`src/rtl/mm_bus_arbiter_if.sv`:
```
// mm_bus_arbiter_if: per-master request port and the shared peripheral slave port.
interface mm_req_if #(parameter int ADDR_W = 16, parameter int DATA_W = 16);
    logic [ADDR_W-1:0] addr;
    logic [DATA_W-1:0] wdata;
    logic [DATA_W-1:0] rdata;
    logic              we;
    logic              re;
    logic              done;
    logic              stall;
    modport master (output addr, wdata, we, re, input rdata, done, stall);
    modport slave  (input addr, wdata, we, re, output rdata, done, stall);
endinterface

interface mm_slv_if #(parameter int ADDR_W = 16, parameter int DATA_W = 16);
    logic [ADDR_W-1:0] addr;
    logic [DATA_W-1:0] wdata;
    logic [DATA_W-1:0] rdata;
    logic              we;
    logic              re;
    logic              ack;
    modport master (output addr, wdata, we, re, input rdata, ack);
    modport slave  (input addr, wdata, we, re, output rdata, ack);
endinterface

```
`src/rtl/mm_bus_arbiter.sv`:
```
// mm_bus_arbiter: round-robin two-master arbiter for the peripheral bus with
// slave wait states and an access timeout.
module mm_bus_arbiter #(
    parameter int ADDR_W  = 16,
    parameter int DATA_W  = 16,
    parameter int TIMEOUT = 15
) (
    input  logic        clk,
    input  logic        rst_n,
    mm_req_if.slave     m0,
    mm_req_if.slave     m1,
    mm_slv_if.master    s,
    output logic        err,
    output logic        err_id
);
    typedef enum logic [1:0] {IDLE, ACCESS, DONE} state_t;
    state_t     state, nxt;
    logic       r0, r1, gnt, win, wr, last_grant, fin;
    logic [7:0] cnt;
    assign r0 = m0.we | m0.re;
    assign r1 = m1.we | m1.re;
    // m1 wins when alone, or on contention when m0 was served last
    assign gnt = r1 & (~r0 | ~last_grant);
    assign fin = s.ack | (cnt == 8'(TIMEOUT - 1));
    assign m0.stall = r0 & ~m0.done;
    assign m1.stall = r1 & ~m1.done;
    always_comb begin
        nxt = state == IDLE   ? ((r0 | r1) ? ACCESS : IDLE) :
              state == ACCESS ? (fin ? DONE : ACCESS) : IDLE;
    end
    always_ff @(posedge clk or negedge rst_n) begin
        if (!rst_n) begin
            state      <= IDLE;
            last_grant <= 1'b1;
            win        <= 1'b0;
            wr         <= 1'b0;
            cnt        <= '0;
            s.addr     <= '0;
            s.wdata    <= '0;
            s.we       <= 1'b0;
            s.re       <= 1'b0;
            m0.rdata   <= '0;
            m1.rdata   <= '0;
            m0.done    <= 1'b0;
            m1.done    <= 1'b0;
            err        <= 1'b0;
            err_id     <= 1'b0;
        end else begin
            state   <= nxt;
            m0.done <= 1'b0;
            m1.done <= 1'b0;
            err     <= 1'b0;
            if (state == IDLE && (r0 | r1)) begin
                win     <= gnt;
                wr      <= gnt ? m1.we : m0.we;
                s.addr  <= ADDR_W'(gnt ? m1.addr : m0.addr);
                s.wdata <= DATA_W'(gnt ? m1.wdata : m0.wdata);
                s.we    <= gnt ? m1.we : m0.we;
                s.re    <= gnt ? ~m1.we : ~m0.we;
                cnt     <= '0;
            end
            if (state == ACCESS) begin
                if (fin) begin
                    s.we    <= 1'b0;
                    s.re    <= 1'b0;
                    m0.done <= ~win;
                    m1.done <= win;
                    if (!wr && !win) m0.rdata <= s.ack ? s.rdata : DATA_W'(16'hDEAD);
                    if (!wr && win)  m1.rdata <= s.ack ? s.rdata : DATA_W'(16'hDEAD);
                    if (!s.ack) begin
                        err    <= 1'b1;
                        err_id <= win;
                    end
                end else begin
                    cnt <= cnt + {7'd0, cnt != 8'hFF};
                end
            end
            if (state == DONE) last_grant <= win;
        end
    end
endmodule

```
`src/flat_wrapper.sv`:
```
// flat-port wrapper written by rule: the top's interface ports become plain ports
module mm_bus_arbiter_flat 
#(
    parameter int ADDR_W  = 16,
    parameter int DATA_W  = 16,
    parameter int TIMEOUT = 15
)
  (clk, rst_n, err, err_id, m0_addr, m0_wdata, m0_we, m0_re, m0_rdata, m0_done, m0_stall, m1_addr, m1_wdata, m1_we, m1_re, m1_rdata, m1_done, m1_stall, s_addr, s_wdata, s_we, s_re, s_rdata, s_ack);
  mm_req_if #(.ADDR_W(ADDR_W), .DATA_W(DATA_W)) m0_i ();
  mm_req_if #(.ADDR_W(ADDR_W), .DATA_W(DATA_W)) m1_i ();
  mm_slv_if #(.ADDR_W(ADDR_W), .DATA_W(DATA_W)) s_i ();
  input  logic clk;
  input  logic rst_n;
  output logic err;
  output logic err_id;
  input wire logic [$bits(m0_i.addr)-1:0] m0_addr;
  input wire logic [$bits(m0_i.wdata)-1:0] m0_wdata;
  input wire logic [$bits(m0_i.we)-1:0] m0_we;
  input wire logic [$bits(m0_i.re)-1:0] m0_re;
  output wire logic [$bits(m0_i.rdata)-1:0] m0_rdata;
  output wire logic [$bits(m0_i.done)-1:0] m0_done;
  output wire logic [$bits(m0_i.stall)-1:0] m0_stall;
  input wire logic [$bits(m1_i.addr)-1:0] m1_addr;
  input wire logic [$bits(m1_i.wdata)-1:0] m1_wdata;
  input wire logic [$bits(m1_i.we)-1:0] m1_we;
  input wire logic [$bits(m1_i.re)-1:0] m1_re;
  output wire logic [$bits(m1_i.rdata)-1:0] m1_rdata;
  output wire logic [$bits(m1_i.done)-1:0] m1_done;
  output wire logic [$bits(m1_i.stall)-1:0] m1_stall;
  output wire logic [$bits(s_i.addr)-1:0] s_addr;
  output wire logic [$bits(s_i.wdata)-1:0] s_wdata;
  output wire logic [$bits(s_i.we)-1:0] s_we;
  output wire logic [$bits(s_i.re)-1:0] s_re;
  input wire logic [$bits(s_i.rdata)-1:0] s_rdata;
  input wire logic [$bits(s_i.ack)-1:0] s_ack;
  assign m0_i.addr = m0_addr;
  assign m0_i.wdata = m0_wdata;
  assign m0_i.we = m0_we;
  assign m0_i.re = m0_re;
  assign m0_rdata = m0_i.rdata;
  assign m0_done = m0_i.done;
  assign m0_stall = m0_i.stall;
  assign m1_i.addr = m1_addr;
  assign m1_i.wdata = m1_wdata;
  assign m1_i.we = m1_we;
  assign m1_i.re = m1_re;
  assign m1_rdata = m1_i.rdata;
  assign m1_done = m1_i.done;
  assign m1_stall = m1_i.stall;
  assign s_addr = s_i.addr;
  assign s_wdata = s_i.wdata;
  assign s_we = s_i.we;
  assign s_re = s_i.re;
  assign s_i.rdata = s_rdata;
  assign s_i.ack = s_ack;
  mm_bus_arbiter #(.ADDR_W(ADDR_W), .DATA_W(DATA_W), .TIMEOUT(TIMEOUT)) u_core (.clk(clk), .rst_n(rst_n), .m0(m0_i), .m1(m1_i), .s(s_i), .err(err), .err_id(err_id));
endmodule
```
`config.mk`:
```
export PLATFORM = sky130hd
export DESIGN_NAME = mm_bus_arbiter_flat
export DESIGN_NICKNAME = d
export VERILOG_FILES = /design/src/rtl/mm_bus_arbiter_if.sv /design/src/rtl/mm_bus_arbiter.sv /design/src/flat_wrapper.sv
export SDC_FILE = /design/constraint.sdc
export NUM_CORES = 1
export LEC_CHECK = 0
export ABC_AREA = 1
export ABC_CLOCK_PERIOD_IN_PS = 3150
export CORE_ASPECT_RATIO = 0.75
export CORE_MARGIN = 1
export CORE_UTILIZATION = 47
export CTS_CLUSTER_SIZE = 10
export DETAILED_ROUTE_END_ITERATION = 8
export HOLD_SLACK_MARGIN = 0.1
export PLACE_DENSITY = 0.87
export SLEW_MARGIN = 20
export SYNTH_ARGS = -nofsm -noshare
export SYNTH_HDL_FRONTEND = slang
export SYNTH_SLANG_ARGS = --single-unit
```
`constraint.sdc`:
```
create_clock -name clk -period 3.15 [get_ports clk]
set_input_delay 0.63 -clock clk [delete_from_list [all_inputs] [get_ports clk]]
set_output_delay 0.63 -clock clk [all_outputs]
set_load 0.05 [all_outputs]
```
==> metrics <==
H-Tree Depth=3; final cell count without fillers=692; portion of the post-synthesis area used by sequential elements=approximately 54%; routability-driven placement congestion ratio=a little over 0.8; maximum number of pins on one net before global-route repair=between 80 and 90; largest delay contributor family on the critical path=buffers and inverters; post-synthesis area per instance=between 9 and 10 sq um; worst setup slack for register-to-register paths=1350 ps; Clock Power Share=approximately 13%; area overhead of the layout relative to synthesis=46.7%; cell area after technology mapping=3870 sq um; critical path capture point type=output pin; post-CTS resize count=0; final slew viol count=0; TritonCTS clock tree=yes; via count=around 3.5k; remaining global-route overflow=0; number of instances in the synthesized netlist=between 400 and 500; Residual DRC=0; share of final-layout standard cells stronger than drive strength 1=approximately 14%; placed standard-cell area=5460 sq um; upper clock frequency limit=roughly 370 MHz; final hold violations=0; overall power after layout=approximately 6.4 mW; floorplan die width=107 um; HPWL Detailed=approximately 7100 um; areal power density over the cells=approximately 1100 nW/um^2; Antenna Violating Nets Remaining=0; Post-Syn Nets=about 520; cell internal pwr=approximately 3.2 mW; Clock Latency Late Sink=340 ps; number of buffers and inverters on the critical path=2; number of placed instances, taps included=676; minimum setup slack in the final design=413 ps; number of different library cells in the post-synthesis netlist=26; Global Route Usage Sum=between 20% and 30%; Ports=approximately 160; first-pass GRT wire length=between 15,000 and 20,000 um; Critical Path, Cell by Cell=clkdlybuf4s50_1, nor2_1, nor2_1, clkdlybuf4s50_1; flop and latch count out of synthesis=between 80 and 90; CP max stage cell=sky130_fd_sc_hd__clkdlybuf4s50_1; Seq pwr share=between 20% and 30%; clock buffer depth=2; time the final worst path needs with I/O delays and setup=around 2700 ps; setup repair after global routing missed its margin=false; clock tree sinks=83; register clock-pin slew on the reported worst setup and hold paths=roughly 80 ps; sw frac=49.9%; Post-Place Worst Slack=between 400 and 500 ps; type of element launching the critical path=input pin; finished layout cell area=5690 sq um; total of endpoints with negative setup slack in the final report=0; Iter 0 DRT Violations=between 200 and 300; aggregate routed wire length=~9900 um; number of hold buffers added after cts=0; net switching power of the design=between 3 and 4 mW; antenna diode count=0; worst-case vdd ir drop=around 0.00067 V; Avg Vias per Cell=5.02; num rows=28; Initial Util=about half; result of the run=completed; share of the clock period used by the worst path=86.9%; count of port buffers added during placement=between 150 and 200; Critical Setup Path Class=in2out; summed negative setup slack over all endpoints=0 ps; Routed wire per std cell=about 14 um; standard cell core area=~8000 sq um; highest-count cells in the layout ignoring fill and taps=157 x sky130_fd_sc_hd__clkdlybuf4s50_1, 94 x sky130_fd_sc_hd__nand2_1, 82 x sky130_fd_sc_hd__dfrtp_1, 69 x sky130_fd_sc_hd__a21oi_1, 60 x sky130_fd_sc_hd__nor2_1; Clock Root Buffer=sky130_fd_sc_hd__clkbuf_8; tightest slew margin relative to the limit=between 50% and 60%; number of buffers added by the clock tree synthesis step=9; critical path data required time=~2500 ps; number of buffers added for setup after CTS=0; Min-Delay Path Class=in2async; critical path fanouts, max=3; post-layout net count=about 670; Worst Path Arrival=between 2000 and 2500 ps; via count of the first global-routing pass=about 3.4k; Worst Tran Pin Value=about 740 ps; static leakage=about 2.5 nW; clk_skew=roughly 12 ps; number of search-and-repair iterations in the first detailed-routing pass=5; max-capacitance violation count=0; die area=about 8600 sq um; number of warning messages in the yosys log=0; logic gate share of total power=59.0%; maximum single-stage delay on the critical path=slightly above 800 ps; Die Y-Extent=80.6 um; antenna violations before repair=0; most frequent standard cell in the layout excluding fill and tap cells=sky130_fd_sc_hd__clkdlybuf4s50_1
==> worst paths after layout <==
path,endpoint,depth (start not counted),startpoint
min in group clk,u_core.last_grant$_DFFE_PN1N_,1,u_core.state[1]$_DFF_PN0_
hold reg to reg,u_core.last_grant$_DFFE_PN1N_,1,u_core.state[1]$_DFF_PN0_
hold / removal,u_core.m0.rdata[15]$_DFFE_PN0P_,1,rst_n
setup / recovery,m0_stall,4,m0_we
max in group asynchronous,u_core.s.wdata[13]$_DFFE_PN0P_,1,rst_n
setup reg to reg,u_core.cnt[4]$_DFF_PN0_,11,u_core.cnt[2]$_DFF_PN0_
==> layout make-up <==
cell class | instances | area [sq um]
Clock buffer | 10 | 128
Timing Repair Buffer | 161 | 1610
Multi-Input combinational cell | 304 | 1550
Sequential cell | 83 | 2080
Inverter | 23 | 100
Tap cell | 105 | 131
Fill cell | 572 | 2270
Clock inverter | 6 | 90.1
==> synthesized netlist by cell type <==
cell / count / area [sq um]
sky130_fd_sc_hd__nor2_1: 60 / 225
sky130_fd_sc_hd__nand4_1: 2 / 12.5
sky130_fd_sc_hd__nor3_4: 2 / 32.5
sky130_fd_sc_hd__buf_2: 13 / 65.1
sky130_fd_sc_hd__bufinv_8: 1 / 17.5
sky130_fd_sc_hd__a21oi_1: 69 / 345
sky130_fd_sc_hd__nor4_1: 1 / 6.26
sky130_fd_sc_hd__nand3_2: 1 / 10.0
sky130_fd_sc_hd__ha_1: 2 / 25.0
sky130_fd_sc_hd__nand3_1: 8 / 40.0
sky130_fd_sc_hd__nand2_4: 4 / 45.0
sky130_fd_sc_hd__nand2_2: 14 / 87.6
sky130_fd_sc_hd__o21ai_0: 5 / 25.0
sky130_fd_sc_hd__inv_2: 6 / 22.5
sky130_fd_sc_hd__nor3_1: 1 / 5.00
sky130_fd_sc_hd__nand3b_1: 2 / 15.0
sky130_fd_sc_hd__dfstp_2: 1 / 26.3
sky130_fd_sc_hd__nand2_1: 94 / 353
sky130_fd_sc_hd__buf_6: 7 / 78.8
sky130_fd_sc_hd__o21ai_1: 3 / 15.0
sky130_fd_sc_hd__nor2_2: 2 / 12.5
sky130_fd_sc_hd__a31oi_1: 1 / 6.26
sky130_fd_sc_hd__o21ai_2: 32 / 280
sky130_fd_sc_hd__nor2_4: 1 / 11.3
sky130_fd_sc_hd__dfrtp_1: 82 / 2050
sky130_fd_sc_hd__inv_1: 16 / 60.1
==> flip-flops by register name, summed over array words and instances (netlist names) <==
signal	flops
u_core.m0.rdata	16
u_core.m1.rdata	16
u_core.s.addr	16
u_core.s.wdata	16
u_core.cnt	8
u_core.state	2
u_core.err	1
u_core.err_id	1
u_core.last_grant	1
u_core.m0.done	1
u_core.m1.done	1
u_core.s.re	1
u_core.s.we	1
u_core.win	1
u_core.wr	1
==> through the flow <==
stage	hold slack, ps	utilization, %
final	305	71.5
after global routing	353	71.5
after CTS	455	71.4
after detailed placement	454	68.7
after global placement	443	68.7
after floorplan	334	-
==> layer usage <==
| layer | global-route usage (%) | share of wire (%) | wire, um | up-vias |
|---|---|---|---|---|
| met1 | 27.9 | 41 | 4110 | 1665 |
| met4 | 7.53 | 1.4 | 141 | 0 |
| met2 | 42.6 | 52 | 5140 | 98 |
| li1 | - | - | - | 1698 |
| met5 | 0 | 0 | 0 | - |
| met3 | 4.87 | 5.4 | 534 | 11 |
==> cells by family after synthesis <==
kind of cell    count (synthesis)  synth area share (%)
buf+inv                        43                  6.30
flops                          83                  53.6
simple gates                  192                  22.1
fa+ha+maj                       2                 0.646
compound gates                110                  17.3
==> power groups by stage <==
| stage | Sequential (mW) | Clock (mW) | Combinational, mW |
|---|---|---|---|
| floorplan | 3.27 | 0 | 1.11 |
| global placement | 1.80 | 0 | 3.72 |
| detailed placement | 1.83 | 0 | 3.79 |
| CTS | 1.81 | 0.832 | 3.79 |
| global route | 1.87 | 0.872 | 3.99 |
| finish | 1.81 | 0.811 | 3.78 |
Note: power is estimated with default switching activity, not from simulation.
